<file path="config.mk">
export PLATFORM = sky130hd
export DESIGN_NAME = fetch_unit_flat
export DESIGN_NICKNAME = d
export VERILOG_FILES = /design/src/rtl/mips_pkg.sv /design/src/rtl/fetch_unit_if.sv /design/src/rtl/fetch_unit_queue.sv /design/src/rtl/fetch_unit.sv /design/src/flat_wrapper.sv
export SDC_FILE = /design/constraint.sdc
export NUM_CORES = 1
export LEC_CHECK = 0
export BUFFER_PORTS_ARGS = -buffer_cell sky130_fd_sc_hd__buf_2
export CORE_MARGIN = 3
export CORE_UTILIZATION = 50
export CTS_CLUSTER_SIZE = 8
export DETAILED_ROUTE_END_ITERATION = 7
export PLACE_DENSITY_LB_ADDON = 0.1
export RECOVER_POWER = 25
export SETUP_SLACK_MARGIN = 0.2
export SYNTH_ARGS = -nofsm -noshare
export SYNTH_HDL_FRONTEND = slang
export SYNTH_SLANG_ARGS = --single-unit
export TNS_END_PERCENT = 5
</file>
<file path="constraint.sdc">
create_clock -name clock -period 11.02 [get_ports clock]
set_input_delay 0.551 -clock clock [delete_from_list [all_inputs] [get_ports clock]]
set_output_delay 0.551 -clock clock [all_outputs]
set_load 0.05 [all_outputs]
</file>
<file path="src/rtl/mips_pkg.sv">
// -----------------------------------------------------------------------------
// mips_pkg
// Shared constants and types for the MIPS core front end.
//   RESET_VECTOR_DEFAULT : PC loaded on reset unless a block overrides it
//   NOP_INSTR            : encoding used when a fetch is suppressed (sll $0,$0,0)
//   INSTR_WIDTH          : width of one instruction word
//   fetch_entry_t        : one fetch-queue slot {pc, instr}
// -----------------------------------------------------------------------------
package mips_pkg;

  localparam int          INSTR_WIDTH          = 32;
  localparam logic [31:0] RESET_VECTOR_DEFAULT = 32'h0000_0000;
  localparam logic [31:0] NOP_INSTR            = 32'h0000_0000;

  typedef struct packed {
    logic [31:0]            pc;
    logic [INSTR_WIDTH-1:0] instr;
  } fetch_entry_t;

endpackage

</file>
<file path="src/rtl/fetch_unit_if.sv">
// -----------------------------------------------------------------------------
// fetch_unit_if
// Bundles every non-clock/reset signal of the fetch stage.
//   redirect_valid/redirect_target : PC change request from execute
//   rom_addr/rom_data              : combinational instruction ROM port
//   inst_valid/inst_ready          : handshake towards decode
//   inst_data/inst_pc/inst_pc_plus4: head instruction and its PCs
//   fetch_fault                    : sticky out-of-range fetch flag
// Modports:
//   master : the fetch unit itself
//   slave  : the surroundings (execute, ROM, decode)
// -----------------------------------------------------------------------------
interface fetch_unit_if;

  logic        redirect_valid;
  logic [31:0] redirect_target;
  logic [31:0] rom_addr;
  logic [31:0] rom_data;
  logic        inst_valid;
  logic        inst_ready;
  logic [31:0] inst_data;
  logic [31:0] inst_pc;
  logic [31:0] inst_pc_plus4;
  logic        fetch_fault;

  modport master (
    input  redirect_valid, redirect_target, rom_data, inst_ready,
    output rom_addr, inst_valid, inst_data, inst_pc, inst_pc_plus4, fetch_fault
  );

  modport slave (
    output redirect_valid, redirect_target, rom_data, inst_ready,
    input  rom_addr, inst_valid, inst_data, inst_pc, inst_pc_plus4, fetch_fault
  );

endinterface

</file>
<file path="src/rtl/fetch_unit_queue.sv">
// -----------------------------------------------------------------------------
// fetch_queue
// Small synchronous FIFO holding fetched {pc, instr} entries.
//   clock, reset : rising-edge clock, synchronous active-high reset
//   push         : write pushEntry at the tail (ignored when full unless popping)
//   pop          : drop the head entry (ignored when empty)
//   flush        : discard all entries; wins over push and pop
//   pushEntry    : entry to write
//   headEntry    : oldest entry, read straight from storage
//   count        : number of valid entries
//   full, empty  : occupancy flags
// A push and a pop in the same cycle on a full queue both take effect, so the
// queue sustains one entry per cycle.
// -----------------------------------------------------------------------------
module fetch_queue
  import mips_pkg::*;
#(
  parameter int DEPTH = 2
) (
  input  logic                         clock,
  input  logic                         reset,
  input  logic                         push,
  input  logic                         pop,
  input  logic                         flush,
  input  fetch_entry_t                 pushEntry,
  output fetch_entry_t                 headEntry,
  output logic [$clog2(DEPTH+1)-1:0]   count,
  output logic                         full,
  output logic                         empty
);

  localparam int PW = $clog2(DEPTH);
  localparam int CW = $clog2(DEPTH + 1);

  fetch_entry_t  mem_q [DEPTH];
  logic [PW-1:0] rdPtr_q, rdPtr_d;
  logic [PW-1:0] wrPtr_q, wrPtr_d;
  logic [CW-1:0] count_q, count_d;
  logic          doPush;
  logic          doPop;

  // Pointers wrap explicitly because DEPTH need not be a power of two.
  function automatic logic [PW-1:0] nextPtr(input logic [PW-1:0] p);
    if (p == PW'(DEPTH - 1)) begin
      return '0;
    end
    return p + PW'(1);
  endfunction

  assign full      = (count_q == CW'(DEPTH));
  assign empty     = (count_q == '0);
  assign count     = count_q;
  assign headEntry = mem_q[rdPtr_q];

  // A push into a full queue is only legal when the head leaves the same cycle.
  assign doPop  = pop & ~empty;
  assign doPush = push & (~full | doPop);

  always_comb begin
    rdPtr_d = rdPtr_q;
    wrPtr_d = wrPtr_q;
    count_d = count_q;
    if (flush) begin
      rdPtr_d = '0;
      wrPtr_d = '0;
      count_d = '0;
    end else begin
      if (doPop) begin
        rdPtr_d = nextPtr(rdPtr_q);
      end
      if (doPush) begin
        wrPtr_d = nextPtr(wrPtr_q);
      end
      case ({doPush, doPop})
        2'b10:   count_d = count_q + CW'(1);
        2'b01:   count_d = count_q - CW'(1);
        default: count_d = count_q;
      endcase
    end
  end

  always_ff @(posedge clock) begin
    if (reset) begin
      rdPtr_q <= '0;
      wrPtr_q <= '0;
      count_q <= '0;
    end else begin
      rdPtr_q <= rdPtr_d;
      wrPtr_q <= wrPtr_d;
      count_q <= count_d;
    end
  end

  // Storage needs no reset: nothing is visible until count says so.
  always_ff @(posedge clock) begin
    if (!reset && !flush && doPush) begin
      mem_q[wrPtr_q] <= pushEntry;
    end
  end

endmodule

</file>
<file path="src/rtl/fetch_unit.sv">
// -----------------------------------------------------------------------------
// fetch_unit
// Instruction-fetch stage: owns the PC, reads the combinational ROM, buffers
// fetched words in fetch_queue and hands them to decode with valid/ready.
// Ports:
//   clock : rising-edge clock
//   reset : synchronous, active-high
//   bus   : fetch_unit_if.master (redirect, ROM port, decode handshake, fault)
// Parameters:
//   RESET_VECTOR   : PC after reset
//   QUEUE_DEPTH    : fetch-queue entries, 2..8
//   ROM_ADDR_WIDTH : ROM word-index width, used by the optional range check
// Build option:
//   FETCH_RANGE_CHECK_EN : when defined, misaligned or out-of-ROM fetches set a
//   sticky fetch_fault and enqueue a NOP instead of the ROM word.
// -----------------------------------------------------------------------------
module fetch_unit
  import mips_pkg::*;
#(
  parameter logic [31:0] RESET_VECTOR   = RESET_VECTOR_DEFAULT,
  parameter int          QUEUE_DEPTH    = 2,
  parameter int          ROM_ADDR_WIDTH = 8
) (
  input logic          clock,
  input logic          reset,
  fetch_unit_if.master bus
);

  localparam int CW = $clog2(QUEUE_DEPTH + 1);

  // Elaboration-time guard on parameter ranges.
  if (QUEUE_DEPTH < 2 || QUEUE_DEPTH > 8) begin : g_badQueueDepth
    $error("fetch_unit: QUEUE_DEPTH must be within 2..8");
  end
  if (ROM_ADDR_WIDTH < 1 || ROM_ADDR_WIDTH > 29) begin : g_badRomWidth
    $error("fetch_unit: ROM_ADDR_WIDTH must be within 1..29");
  end

  logic [31:0]   pc_q, pc_d;
  logic          pop;
  logic          fetchFire;
  logic [31:0]   fetchInstr;
  fetch_entry_t  pushEntry;
  fetch_entry_t  headEntry;
  logic [CW-1:0] qCount;
  logic          qFull;
  logic          qEmpty;

  assign bus.rom_addr = pc_q;

  // A pop frees a slot in the same cycle, so a full queue still accepts a
  // fetch while decode is consuming. A redirect suppresses the fetch because
  // the current PC is on the wrong path.
  assign pop       = bus.inst_valid & bus.inst_ready;
  assign fetchFire = ~reset & ~bus.redirect_valid & (~qFull | pop);

  // Next-PC selection: redirect beats sequential advance; otherwise hold.
  always_comb begin
    pc_d = pc_q;
    if (bus.redirect_valid) begin
      pc_d = bus.redirect_target;
    end else if (fetchFire) begin
      pc_d = pc_q + 32'd4;
    end
  end

  always_ff @(posedge clock) begin
    if (reset) begin
      pc_q <= RESET_VECTOR;
    end else begin
      pc_q <= pc_d;
    end
  end

`ifdef FETCH_RANGE_CHECK_EN
  logic pcBad;
  logic fault_q, fault_d;

  // Anything misaligned or beyond the ROM would alias onto a real word.
  assign pcBad = (pc_q[1:0] != 2'b00) | (pc_q[31:ROM_ADDR_WIDTH+2] != '0);

  // Fault is sticky until reset; fetching carries on with NOPs.
  always_comb begin
    fault_d = fault_q;
    if (fetchFire && pcBad) begin
      fault_d = 1'b1;
    end
  end

  always_ff @(posedge clock) begin
    if (reset) begin
      fault_q <= 1'b0;
    end else begin
      fault_q <= fault_d;
    end
  end

  assign fetchInstr      = pcBad ? NOP_INSTR : bus.rom_data;
  assign bus.fetch_fault = fault_q;
`else
  assign fetchInstr      = bus.rom_data;
  assign bus.fetch_fault = 1'b0;
`endif

  always_comb begin
    pushEntry       = '0;
    pushEntry.pc    = pc_q;
    pushEntry.instr = fetchInstr;
  end

  // A redirect flushes after any same-cycle pop has been handed to decode.
  fetch_queue #(
    .DEPTH (QUEUE_DEPTH)
  ) u_queue (
    .clock     (clock),
    .reset     (reset),
    .push      (fetchFire),
    .pop       (pop),
    .flush     (bus.redirect_valid),
    .pushEntry (pushEntry),
    .headEntry (headEntry),
    .count     (qCount),
    .full      (qFull),
    .empty     (qEmpty)
  );

  // Head fields read as zero while the queue is empty so reset and flushed
  // states present a clean bus to decode.
  assign bus.inst_valid    = (qCount != '0);
  assign bus.inst_data     = qEmpty ? '0 : headEntry.instr;
  assign bus.inst_pc       = qEmpty ? '0 : headEntry.pc;
  assign bus.inst_pc_plus4 = qEmpty ? '0 : headEntry.pc + 32'd4;

endmodule

</file>
<file path="src/flat_wrapper.sv">
// flat-port wrapper written by rule: the top's interface ports become plain ports
module fetch_unit_flat import mips_pkg::*;
#(
  parameter logic [31:0] RESET_VECTOR   = RESET_VECTOR_DEFAULT,
  parameter int          QUEUE_DEPTH    = 2,
  parameter int          ROM_ADDR_WIDTH = 8
)
  (clock, reset, bus_redirect_valid, bus_redirect_target, bus_rom_data, bus_inst_ready, bus_rom_addr, bus_inst_valid, bus_inst_data, bus_inst_pc, bus_inst_pc_plus4, bus_fetch_fault);
  fetch_unit_if bus_i ();
  input logic clock;
  input logic reset;
  input wire logic [$bits(bus_i.redirect_valid)-1:0] bus_redirect_valid;
  input wire logic [$bits(bus_i.redirect_target)-1:0] bus_redirect_target;
  input wire logic [$bits(bus_i.rom_data)-1:0] bus_rom_data;
  input wire logic [$bits(bus_i.inst_ready)-1:0] bus_inst_ready;
  output wire logic [$bits(bus_i.rom_addr)-1:0] bus_rom_addr;
  output wire logic [$bits(bus_i.inst_valid)-1:0] bus_inst_valid;
  output wire logic [$bits(bus_i.inst_data)-1:0] bus_inst_data;
  output wire logic [$bits(bus_i.inst_pc)-1:0] bus_inst_pc;
  output wire logic [$bits(bus_i.inst_pc_plus4)-1:0] bus_inst_pc_plus4;
  output wire logic [$bits(bus_i.fetch_fault)-1:0] bus_fetch_fault;
  assign bus_i.redirect_valid = bus_redirect_valid;
  assign bus_i.redirect_target = bus_redirect_target;
  assign bus_i.rom_data = bus_rom_data;
  assign bus_i.inst_ready = bus_inst_ready;
  assign bus_rom_addr = bus_i.rom_addr;
  assign bus_inst_valid = bus_i.inst_valid;
  assign bus_inst_data = bus_i.inst_data;
  assign bus_inst_pc = bus_i.inst_pc;
  assign bus_inst_pc_plus4 = bus_i.inst_pc_plus4;
  assign bus_fetch_fault = bus_i.fetch_fault;
  fetch_unit #(.RESET_VECTOR(RESET_VECTOR), .QUEUE_DEPTH(QUEUE_DEPTH), .ROM_ADDR_WIDTH(ROM_ADDR_WIDTH)) u_core (.clock(clock), .reset(reset), .bus(bus_i));
endmodule
</file>
After elaboration in Yosys (flattened, before gate mapping)
Memories as Yosys holds them, arrays and structs flattened. A register that Yosys moved wholly into a read port is not among the register bits.
Cells that the tools add are included.
- register bits: 36
- memory bits (writable): 128
- bits of input ports: 68
- logic and storage cells: 54
- memories kept: 1
- memories (name ; words ; width ; rd ports ; clocked after Yosys merged registers in ; wr ports ; RTL line ; text):
    u_core.u_queue.mem_q ; 2 ; 64 ; 1 ; 1 ; 1 ; fetch_unit_queue.sv:35 ; fetch_entry_t mem_q [DEPTH];
- $add $sub $neg: 6
- eq/ne operators: 3
- muxes and demuxes: 20
- bitwise gates (word level): 11
- reductions and logical operators: 9
- operators with widths (kind ; number):
    $mux 32 ; 5
    $add 32x3->32 const B ; 2
    $mux 1 ; 14
    $reduce_bool 2->1 ; 3
    $and 1x1->1 ; 5
    $eq 2x2->1 const B ; 2
    $not 1->1 ; 4
    $pmux 2 s2 ; 1
    $add 1x1->1 const B ; 2
    $add 2x1->2 const B ; 1
    $eq 2x1->1 const B ; 1
    $logic_and 1x1->1 ; 2
    $logic_not 1->1 ; 2
    $logic_not 2->1 ; 1
    $or 1x1->1 ; 2
    $reduce_or 2->1 ; 1
    $sub 2x1->2 const B ; 1

Longest topological paths before layout
Gate-level depths: netlist (run 1).
- depth in word-level cells: 8
- gate-level depth with buffers: 9
- gate-level depth less buffers: 8

By module
Synthesis (run 1) repeated with hierarchy kept, for this count alone.
- cells, all modules: 659
- area total of the unflattened synthesis: 8037.7 sq um
- by module, submodules not included (module ; instances ; cells each ; area an instance (sq um) ; seq. area each (sq um)):
    fetch_queue ; 1 ; 228 ; 4902.2 ; 3943.8
    fetch_unit ; 1 ; 431 ; 3135.5 ; 640.6

Worst setup path after synthesis (run 1)
OpenSTA, ideal clock, no wires.
- kind: in2reg
- from: input port bus_inst_ready
- to: memory u_core.u_queue.mem_q[0][0] in the netlist's numbering, enable pin
- setup time: 0.487 ns
- arrival time: 3.800 ns
- data required time: 10.533 ns
- path slack: 6.734 ns
- stages: 4
- buffers on the path: 1
- cell sequence: nor3b_2 > or3_1 > clkbuf_1 > nor2_1
- word-level cells in the longest chain between the ends: 7
- elaborated cells between the ends (all ways): 9
- classes of those cells: mux (2); bitwise (6); reduce/logical (1)
- RTL lines (item ; RTL line ; text):
    start: declaration ; flat_wrapper.sv:15 ; input wire logic [$bits(bus_i.inst_ready)-1:0] bus_inst_ready;
    $and 1x1->1 * ; fetch_unit.sv:54 ; assign pop = bus.inst_valid & bus.inst_ready;
    $or 1x1->1 / $and 1x1->1 (equally long branches) ; fetch_unit.sv:55, fetch_unit_queue.sv:56 ;
    $and 1x1->1 / $or 1x1->1 (equally long branches) ; fetch_unit.sv:55, fetch_unit_queue.sv:57 ;
    $and 1x1->1 * ; fetch_unit_queue.sv:57 ; assign doPush = push & (~full | doPop);
    $logic_and 1x1->1 * ; fetch_unit_queue.sv:96 ; if (!reset && !flush && doPush) begin
    $mux 1 * ; fetch_unit_queue.sv:96 ;
    $mux 1 (implied by the code) * ; fetch_unit_queue.sv:97 ; mem_q[wrPtr_q] <= pushEntry;
    end: declaration ; fetch_unit_queue.sv:35 ;
Mark *: on every way between the ends. The rest lies on a longest branch, timed or not.

==> run summary, run 1 <==
Vias/cell: 5.44
crit-path max FO: 66
Finish-stage setup viols: 0
P_leak: 0.00369 uW
Critical Path Sink Type: output pin
row count: 45
Min Clock Period, post-route: 5.24 ns
Max VDD drop: 0.100 mV
worst-skew pair later-pin latency: 0.41 ns
clk sink count: 165
Worst Hold Launch: bus_rom_data[9]
Yosys warning total: 0
Congestion Overflow GR: 0
most frequent cells in the layout: 173 x buf_2, 128 x edfxtp_1, 98 x nor2_1
GR Util met1: 29.7%
switching power total: 384 uW
gr usage total: 20.8%
proportion of power drawn by the clock network: 38.2%
power density over cell area: 153 mW/mm2
Final TNS setup: 0 ns
post-CTS setup buffers: 0
vias in the first global route: 5738
commonest non-fill, non-tap cell in the layout: buf_2
Routed Antenna Nets: 0
root buf cell: clkbuf_16
syn avg cell area: 11.4 um2
Final Hold Viols: 0
DR WL/cell: 16.8 um
core area: 0.0153 mm2
DRC viols: 0
I/O pins: 198
Syn Nets: 762
die width: 132 um
largest net degree at the start of global routing: 80
Inst Count DP: 1066
Filler Cell Count: 1297
final WL: 18400 um
Hold EP: u_core.u_queue.mem_q[1][9]
Internal Power: 1080 uW
initial antenna violation count: 1
GR peak layer: met2
Synth Flop Type: edfxtp_1
ant diodes: 0
sequential share of the synthesized area: 58.2%
routing usage on met3: 4.90%
CTS resizes: 0
synth unique cells: 61
Finished Core Util: 62.4%
slowest CP cell: a222oi_1
Mapped Area: 0.00788 mm2
layout cells sized above 1: 25.2%
critical path class: flip-flop to output pin
Flop pwr share: 49.4%
sw frac: 26.3%
Iteration-0 DRC Markers: 327
H-tree Lvls: 4
IO Port Bufs: 196
maximum clock rate: 0.191 GHz
Final Cycle Share: 47.5%
DRT Pass-1 Iters: 5
met2 GRT Util: 31.4%
crit start category: flip-flop
outcome: finished, final reports clean
Non-Filler Instances: 1097
Clock Tree Buf Depth: 2
CP delay by family, top: simple AND/OR/NAND/NOR gates
DR vias: 5973
RSZ-0062 raised after global routing: false
CTS Buf Count: 17
Final Max Tran Viols: 0
Starting Density: 51.5%
RR Startpoint: u_core.u_queue.count[0]
Critical Path RT: 10.47 ns
Post-Synthesis Cells: 691
FF-to-FF path depth: 8
Worst Skew: 0.00784 ns
combinational share of power: 12.4%
MaxCap Viol Count: 0
area added between synthesis and finish: 21.3%
Die H: 132 um
relative slew slack: 36.9%
Cells on Worst Hold Path: 1
critical path buffer and inverter count: 2
CTS clk-pin slew, worst paths: 0.06 ns
TritonCTS clock tree: yes
final RePlAce weighted congestion: 0.887
hpwl dp: 13000 um
worst-margin pin slew: 0.946 ns
first-pass GRT wire length: 29300 um
cts hold-fix bufs: 0
Post-synth EDFFs: 128
worst hold margin: 0.327 ns
die area: 0.0173 mm2
ys async rst share: 0%
fin nets: 945
max incr delay on CP: 0.84 ns
Synth Register Bits: 165
Hold Crit Class: primary input to flip-flop
R2R Setup Slk: 8.15 ns
crit path cell chain: buf_4, nand3_2, a222oi_1, nand4_1, nor4_1, mux2_1, buf_2
Reg-to-Reg End: u_core.u_queue.count[1]
crit path DAT: 4.68 ns
[metrics by stage]
step | area [um2] | worst slack [ns] | total power [uW]
detailed placement | 9030 | 6.26 | 918
global placement | 9030 | 6.44 | 913
floorplan | 7880 | 6.73 | 862
global route | 9560 | 5.46 | 1510
CTS | 9590 | 5.77 | 1480
finish | 9560 | 5.78 | 1460
[how the worst max path moves through the flow]
stage                    from                          to  slack, ns  cells after the start
2_1_floorplan  bus_inst_ready  u_core.u_queue.mem_q[0][0]       6.73                      4
3_3_place_gp        flip-flop       bus_inst_pc_plus4[27]       6.44                      7
3_5_place_dp        flip-flop       bus_inst_pc_plus4[27]       6.26                      7
4_1_cts             flip-flop       bus_inst_pc_plus4[27]       5.77                      7
5_1_grt             flip-flop       bus_inst_pc_plus4[27]       5.46                      7
6_report            flip-flop       bus_inst_pc_plus4[27]       5.78                      7
[layer usage]
metal	vias to the layer above	part of all wire (%)
li1	2907	-
met1	2845	47
met2	201	45
met3	20	6.4
met5	-	0
met4	0	1.5
[flip-flops by register name, indices dropped and copies added, names as in the netlist, named ones only]
name / cells
u_core.u_queue.wrPtr_q: 1
u_core.u_queue.count: 2
u_core.bus.rom_addr: 32
u_core.u_queue.mem_q: 128
u_core.u_queue.rdPtr_q: 1
[cells in the mapped netlist, drive strengths merged, types with 3 or more instances]
cell	n	area, um2
o21ai	11	55.1
nand3b	6	45.0
a32oi	3	26.3
xor2	14	123
or3	3	18.8
nor2	101	379
nand4b	5	43.8
mux2i	63	631
dfxtp	37	741
a21oi	27	135
mux2	7	78.8
nand4	18	119
a22oi	5	42.5
clkbuf	20	75.1
o31ai	6	45.0
nand3	23	120
and2	12	75.1
and3	7	43.8
nor2b	11	68.8
xnor2	26	228
ha	3	37.5
a2111oi	4	36.3
inv	22	82.6
and4	3	26.3
nor3b	3	27.5
o21a	17	128
buf	18	95.1
a31oi	3	18.8
nor3	19	105
edfxtp	128	3840
nand2	34	128
or4	3	22.5
nor4	8	50.1
[cells by family (layout without fill, tap and decap cells)]
group / count (synthesis) / after routing / synth area share, %
and+or+nand+nor: 263 / 263 / 17.0
xor gates and xnor gates: 40 / 40 / 4.45
DFF: 165 / 165 / 58.2
muxes: 70 / 70 / 9.00
buffers and inverters: 60 / 255 / 3.21
adders and majority gates: 3 / 3 / 0.476
other: 1 / 1 / 0.0476
AOI/OAI and AO/OA: 89 / 89 / 7.62
[power by group through the flow]
stage	sequential [uW]	clock, uW	combinational (uW)
final	722	559	181
after global routing	725	596	194
after CTS	722	572	183
after detailed placement	735	0	183
after global placement	733	0	180
after floorplan	754	0	108
[layout make-up]
cell class                 instances  area, um2  share of cell area, %
clock inverter                    13        134                   1.40
sequential                       165       4590                   48.0
clock buffer                      18        429                   4.49
multi-input combinational        466       3070                   32.1
inverter                          22       82.6                  0.864
tap                              211        264                   2.76
timing repair buffer             202        997                   10.4
No activity file was read; power rests on OpenSTA's default activity.
==> inputs of run 2 (changes only) <==
CORE_UTILIZATION = 48   (was 50)
clock period = 4.6 ns   (was 11.02 ns; I/O delays follow)
==> run summary, run 2 (synthesis results as in run 1) <==
commonest non-fill, non-tap cell in the layout: buf_2 (unchanged)
Routed Antenna Nets: 0 (unchanged)
Iteration-0 DRC Markers: 387 (was 327)
clk sink count: 165 (unchanged)
DR vias: 5961 (was 5973)
layout cells sized above 1: 24.7% (was 25.2%)
die width: 134 um (was 132 um)
pre-CTS WS: 1.22 ns (was 6.26 ns)
vias in the first global route: 5707 (was 5738)
most frequent cells in the layout: 170 x buf_2, 128 x edfxtp_1, 98 x nor2_1 (was 173 x buf_2, 128 x edfxtp_1, 98 x nor2_1)
root buf cell: clkbuf_16 (unchanged)
worst-margin pin slew: 0.861 ns (was 0.946 ns)
crit path DAT: 3.57 ns (was 4.68 ns)
die area: 0.0180 mm2 (was 0.0173 mm2)
I/O pins: 198 (unchanged)
final RePlAce weighted congestion: 0.857 (was 0.887)
Final Max Tran Viols: 0 (unchanged)
Critical Path Sink Type: output pin (unchanged)
first-pass GRT wire length: 29600 um (was 29300 um)
ant diodes: 0 (unchanged)
P_leak: 0.00385 uW (was 0.00369 uW)
worst hold margin: 0.0395 ns (was 0.327 ns)
power density over cell area: 373 mW/mm2 (was 153 mW/mm2)
Die H: 134 um (was 132 um)
combinational share of power: 12.2% (was 12.4%)
fin nets: 974 (was 945)
DRT Pass-1 Iters: 5 (unchanged)
IO Port Bufs: 196 (unchanged)
worst-skew pair later-pin latency: 0.42 ns (was 0.41 ns)
Clock Tree Buf Depth: 2 (unchanged)
switching power total: 972 uW (was 384 uW)
gr usage total: 20.7% (was 20.8%)
PnR worst setup slack: 0.804 ns (was 5.78 ns)
hpwl dp: 13100 um (was 13000 um)
max reg flops: 128 (unchanged)
Critical Path RT: 4.37 ns (was 10.47 ns)
Flop pwr share: 46.7% (was 49.4%)
RSZ-0062 raised after global routing: false (unchanged)
crit-path max FO: 53 (was 66)
CP delay by family, top: buffers and inverters (was simple AND/OR/NAND/NOR gates)
largest net degree at the start of global routing: 80 (unchanged)
area added between synthesis and finish: 26.0% (was 21.3%)
Congestion Overflow GR: 0 (unchanged)
DR WL/cell: 16.6 um (was 16.8 um)
DRC viols: 0 (unchanged)
CTS Buf Count: 17 (unchanged)
Min Clock Period, post-route: 3.80 ns
critical path buffer and inverter count: 2 (unchanged)
TritonCTS clock tree: yes (unchanged)
CTS resizes: 0 (unchanged)
crit start category: flip-flop (unchanged)
Vias/cell: 5.27 (was 5.44)
Filler Cell Count: 1370 (was 1297)
maximum clock rate: 0.263 GHz
Finish-stage setup viols: 0 (unchanged)
Final TNS setup: 0 ns (unchanged)
Top reg by flops: u_core.u_queue.mem_q (unchanged)
R2R Setup Slk: 1.83 ns (was 8.15 ns)
H-tree Lvls: 4 (unchanged)
Overall Power: 3700 uW (was 1460 uW)
sw frac: 26.3% (about the same)
proportion of power drawn by the clock network: 41.1% (was 38.2%)
Hold Crit Class: primary input to flip-flop (unchanged)
max incr delay on CP: 0.76 ns (was 0.84 ns)
initial antenna violation count: 0 (was 1)
slowest CP cell: dfxtp_4 (was a222oi_1)
Worst Skew: 0.00836 ns (was 0.00784 ns)
critical path class: flip-flop to output pin (unchanged)
core area: 0.0160 mm2 (was 0.0153 mm2)
Starting Density: 49.3% (was 51.5%)
Internal Power: 2730 uW (was 1080 uW)
Final Cycle Share: 82.5%
Final Hold Viols: 0 (unchanged)
row count: 46 (was 45)
MaxCap Viol Count: 0 (unchanged)
relative slew slack: 42.6% (was 36.9%)
CTS clk-pin slew, worst paths: 0.07 ns (was 0.06 ns)
Max VDD drop: 0.259 mV (was 0.100 mV)
final WL: 18800 um (was 18400 um)
outcome: finished, final reports clean (unchanged)
crit path cell chain: buf_4, nand3_1, a22oi_1, nand4_2, nor4_1, mux2_1, buf_2 (was buf_4, nand3_2, a222oi_1, nand4_1, nor4_1, mux2_1, buf_2)
[run 2: cell count changes in the layout (fill, tap and decap cells not counted), sizes merged]
cell,before,now
bufinv,2,4
clkbuf,41,43
clkinv,6,3
clkinvlp,3,1
buf,179,178
dlygate4sd3,0,27
inv,24,29
[run 2: final cells by class]
class | count | area, um2 | share of cell area, %
Timing Repair Buffer | 231 | 1280 | 12.9
Clock buffer | 17 | 425 | 4.28
Multi-Input combinational cell | 466 | 3070 | 30.9
Clock inverter | 15 | 218 | 2.19
Tap cell | 216 | 270 | 2.72
Inverter | 22 | 82.6 | 0.831
Sequential cell | 165 | 4590 | 46.2
[run 2: what timing repair did]
item / 4_1_cts / 5_1_grt
hold endpoints to repair: 51 / 2
buffers inserted: 0 / 0
hold buffers: 26 / 1
[run 2: metal layers]
| layer | up-vias | track usage, % | routed length (um) |
|---|---|---|---|
| met5 | - | 0 | 0 |
| met4 | 0 | 4.92 | 178 |
| met2 | 190 | 32.0 | 8520 |
| met3 | 11 | 5.21 | 1270 |
| li1 | 2953 | - | - |
| met1 | 2807 | 29.7 | 8820 |
[run 2: worst reg2reg max path: stages (launching register included)]
cell	delay, ns
dfxtp_1	0.38
nor2_4	0.10
buf_4	0.63
inv_1	0.55
and2_1	0.34
ha_1	0.31
nor2_1	0.15
xnor2_1	0.13
nor3_1	0.05
[run 2: worst paths after layout]
kind                           startpoint                          end  cells after the start
setup / recovery                flip-flop        bus_inst_pc_plus4[26]                      7
setup reg to reg  u_core.u_queue.count[0]      u_core.u_queue.count[1]                      8
hold reg to reg    u_core.bus.rom_addr[1]  u_core.u_queue.mem_q[0][33]                      0
hold / removal     bus_redirect_target[2]       u_core.bus.rom_addr[2]                      3
[run 2: power groups by stage]
stage,clock (uW),combinational (uW),sequential (uW)
2_1_floorplan,0,258,1810
3_3_place_gp,0,431,1760
3_5_place_dp,0,437,1760
4_1_cts,1550,456,1730
5_1_grt,1620,484,1740
6_report,1520,451,1730
[run 2: stage by stage]
step	util (%)	cells	area, um2
after CTS	62.2	1131	9950
final	62.1	1132	9930
after global placement	56.6	1073	9050
after floorplan	-	691	7880
after global routing	62.1	1132	9930
after detailed placement	56.6	1073	9050
==> inputs of run 3 (changes only) <==
CORE_UTILIZATION = 50   (was 48)
clock period = 3.6 ns   (was 4.6 ns; I/O delays follow)
==> run summary, run 3 (synthesis results as in run 1) <==
Top reg by flops: u_core.u_queue.mem_q (unchanged)
Worst Hold Launch: bus_redirect_target[25] (was bus_redirect_target[2])
DRC viols: 0 (unchanged)
initial antenna violation count: 0 (unchanged)
TritonCTS clock tree: yes (unchanged)
Critical Path RT: 3.42 ns (was 4.37 ns)
H-tree Lvls: 4 (unchanged)
Critical Path Sink Type: output pin (unchanged)
Min Clock Period, post-route: 3.08 ns
Filler Cell Count: 1224 (was 1370)
Finish-stage setup viols: 0 (unchanged)
ant diodes: 0 (unchanged)
outcome: finished, final reports clean (unchanged)
Clock Tree Buf Depth: 2 (unchanged)
die area: 0.0173 mm2 (was 0.0180 mm2)
critical path class: flip-flop to output pin (unchanged)
crit start category: flip-flop (unchanged)
Worst Skew: 0.00831 ns (was 0.00836 ns)
largest net degree at the start of global routing: 79 (was 80)
vias in the first global route: 6064 (was 5707)
Hold Crit Class: primary input to flip-flop (unchanged)
Finished Core Util: 65.7% (was 62.1%)
Reg-to-Reg End: u_core.bus.rom_addr[31] (was u_core.u_queue.count[1])
Final Cycle Share: 85.6%
CTS Buf Count: 17 (unchanged)
hpwl dp: 13200 um (was 13100 um)
core area: 0.0153 mm2 (was 0.0160 mm2)
max incr delay on CP: 0.51 ns (was 0.76 ns)
Vias/cell: 5.43 (was 5.27)
DR WL/cell: 16.7 um (was 16.6 um)
FF-to-FF path depth: 4 (was 8)
Cells on Worst Hold Path: 3 (unchanged)
critical path buffer and inverter count: 2 (unchanged)
final WL: 19100 um (was 18800 um)
most frequent cells in the layout: 171 x buf_2, 128 x edfxtp_1, 98 x nor2_1 (was 170 x buf_2, 128 x edfxtp_1, 98 x nor2_1)
Routed Antenna Nets: 0 (unchanged)
worst-margin pin slew: 0.761 ns (was 0.861 ns)
final RePlAce weighted congestion: 0.878 (was 0.857)
P_leak: 0.00391 uW (was 0.00385 uW)
DR vias: 6213 (was 5961)
worst-skew pair later-pin latency: 0.42 ns (about the same)
power density over cell area: 456 mW/mm2 (was 373 mW/mm2)
Max VDD drop: 0.308 mV (was 0.259 mV)
Final Hold Viols: 0 (unchanged)
CP delay by family, top: simple AND/OR/NAND/NOR gates (was buffers and inverters)
die width: 132 um (was 134 um)
slowest CP cell: or4_1 (was dfxtp_4)
Congestion Overflow GR: 0 (unchanged)
R2R Setup Slk: 1.25 ns (was 1.83 ns)
Iteration-0 DRC Markers: 346 (was 387)
I/O pins: 198 (unchanged)
Inst Count DP: 1071 (was 1073)
first-pass GRT wire length: 30800 um (was 29600 um)
layout cells sized above 1: 24.5% (was 24.7%)
clk sink count: 165 (unchanged)
RSZ-0062 raised after global routing: false (unchanged)
Final Max Tran Viols: 0 (unchanged)
CTS clk-pin slew, worst paths: 0.07 ns (about the same)
Non-Filler Instances: 1144 (was 1132)
gr usage total: 21.7% (was 20.7%)
Die H: 132 um (was 134 um)
crit-path max FO: 31 (was 53)
Starting Density: 51.5% (was 49.3%)
commonest non-fill, non-tap cell in the layout: buf_2 (unchanged)
CTS resizes: 0 (unchanged)
row count: 45 (was 46)
RR Startpoint: u_core.bus.rom_addr[14] (was u_core.u_queue.count[0])
crit path cell chain: buf_4, and4_1, a22oi_1, or4_1, nor3_2, mux2_1, buf_2 (was buf_4, nand3_1, a22oi_1, nand4_2, nor4_1, mux2_1, buf_2)
MaxCap Viol Count: 0 (unchanged)
maximum clock rate: 0.324 GHz
Hold EP: u_core.bus.rom_addr[25] (was u_core.bus.rom_addr[2])
DRT Pass-1 Iters: 5 (unchanged)
relative slew slack: 49.3% (was 42.6%)
fin nets: 991 (was 974)
IO Port Bufs: 196 (unchanged)
root buf cell: clkbuf_16 (unchanged)
area added between synthesis and finish: 27.7% (was 26.0%)
crit path DAT: 2.90 ns (was 3.57 ns)
max reg flops: 128 (unchanged)
worst hold margin: 0.0132 ns (was 0.0395 ns)
-- run 3: cell count changes in the layout (fill, tap and decap cells not counted), sizes merged --
cell,delta
buf,+5
bufinv,-2
clkinvlp,+1
dlygate4sd3,+13
-- run 3: layout make-up --
type                       count  area [um2]  share of cell area (%)
sequential                   165        4590                    45.6
multi-input combinational    466        3070                    30.5
timing repair buffer         248        1470                    14.6
clock buffer                  18         429                    4.26
tap                          211         264                    2.62
clock inverter                14         164                    1.63
inverter                      22        82.6                   0.820
-- run 3: through the flow --
step           power, uW  setup slack (ns)  setup TNS (ns)  cell area [um2]
2_1_floorplan       2640            -0.581          -74.42             7880
3_3_place_gp        2800             0.857               0             9090
3_5_place_dp        2810             0.778               0             9090
4_1_cts             4640             0.312               0            10100
5_1_grt             4780             0.297               0            10100
6_report            4590             0.517               0            10100
-- run 3: report_power, final --
part | total, uW | internal [uW] | switching, uW
registers | 2210 | 2130 | 73.4
clock network | 1790 | 1040 | 747
logic | 594 | 181 | 414
total | 4590 | 3360 | 1230
-- run 3: worst reg2reg max path, cell delays in order, from the launching register on --
cell	delay (ns)
dfxtp_1	0.53
nand4_1	0.21
or4b_1	0.65
or4_1	0.47
a2111oi_1	0.37
-- run 3: routing by layer --
layer,part of all wire [%],track usage (%),vias up
met2,46,33.6,221
li1,-,-,2998
met1,46,30.0,2946
met4,2.4,8.46,0
met3,6.0,4.59,48
met5,0,0,-
-- run 3: repair_timing --
item	in CTS	in global routing
setup buffers	0	1
endpoints found under the setup margin	0	3
endpoints found under the hold margin	72	0
hold buffers	40	0
-- run 3: worst max path at each step --
stage	from	to	slack [ns]	cells past startpoint
floorplan	u_core.u_queue.count[1]	u_core.u_queue.mem_q[0][0]	-0.58	4
global placement	flip-flop	bus_inst_pc_plus4[26]	0.86	7
detailed placement	flip-flop	bus_inst_pc_plus4[26]	0.78	7
CTS	flip-flop	bus_inst_pc_plus4[26]	0.31	7
global route	flip-flop	bus_inst_pc_plus4[26]	0.30	7
finish	flip-flop	bus_inst_pc_plus4[31]	0.52	7
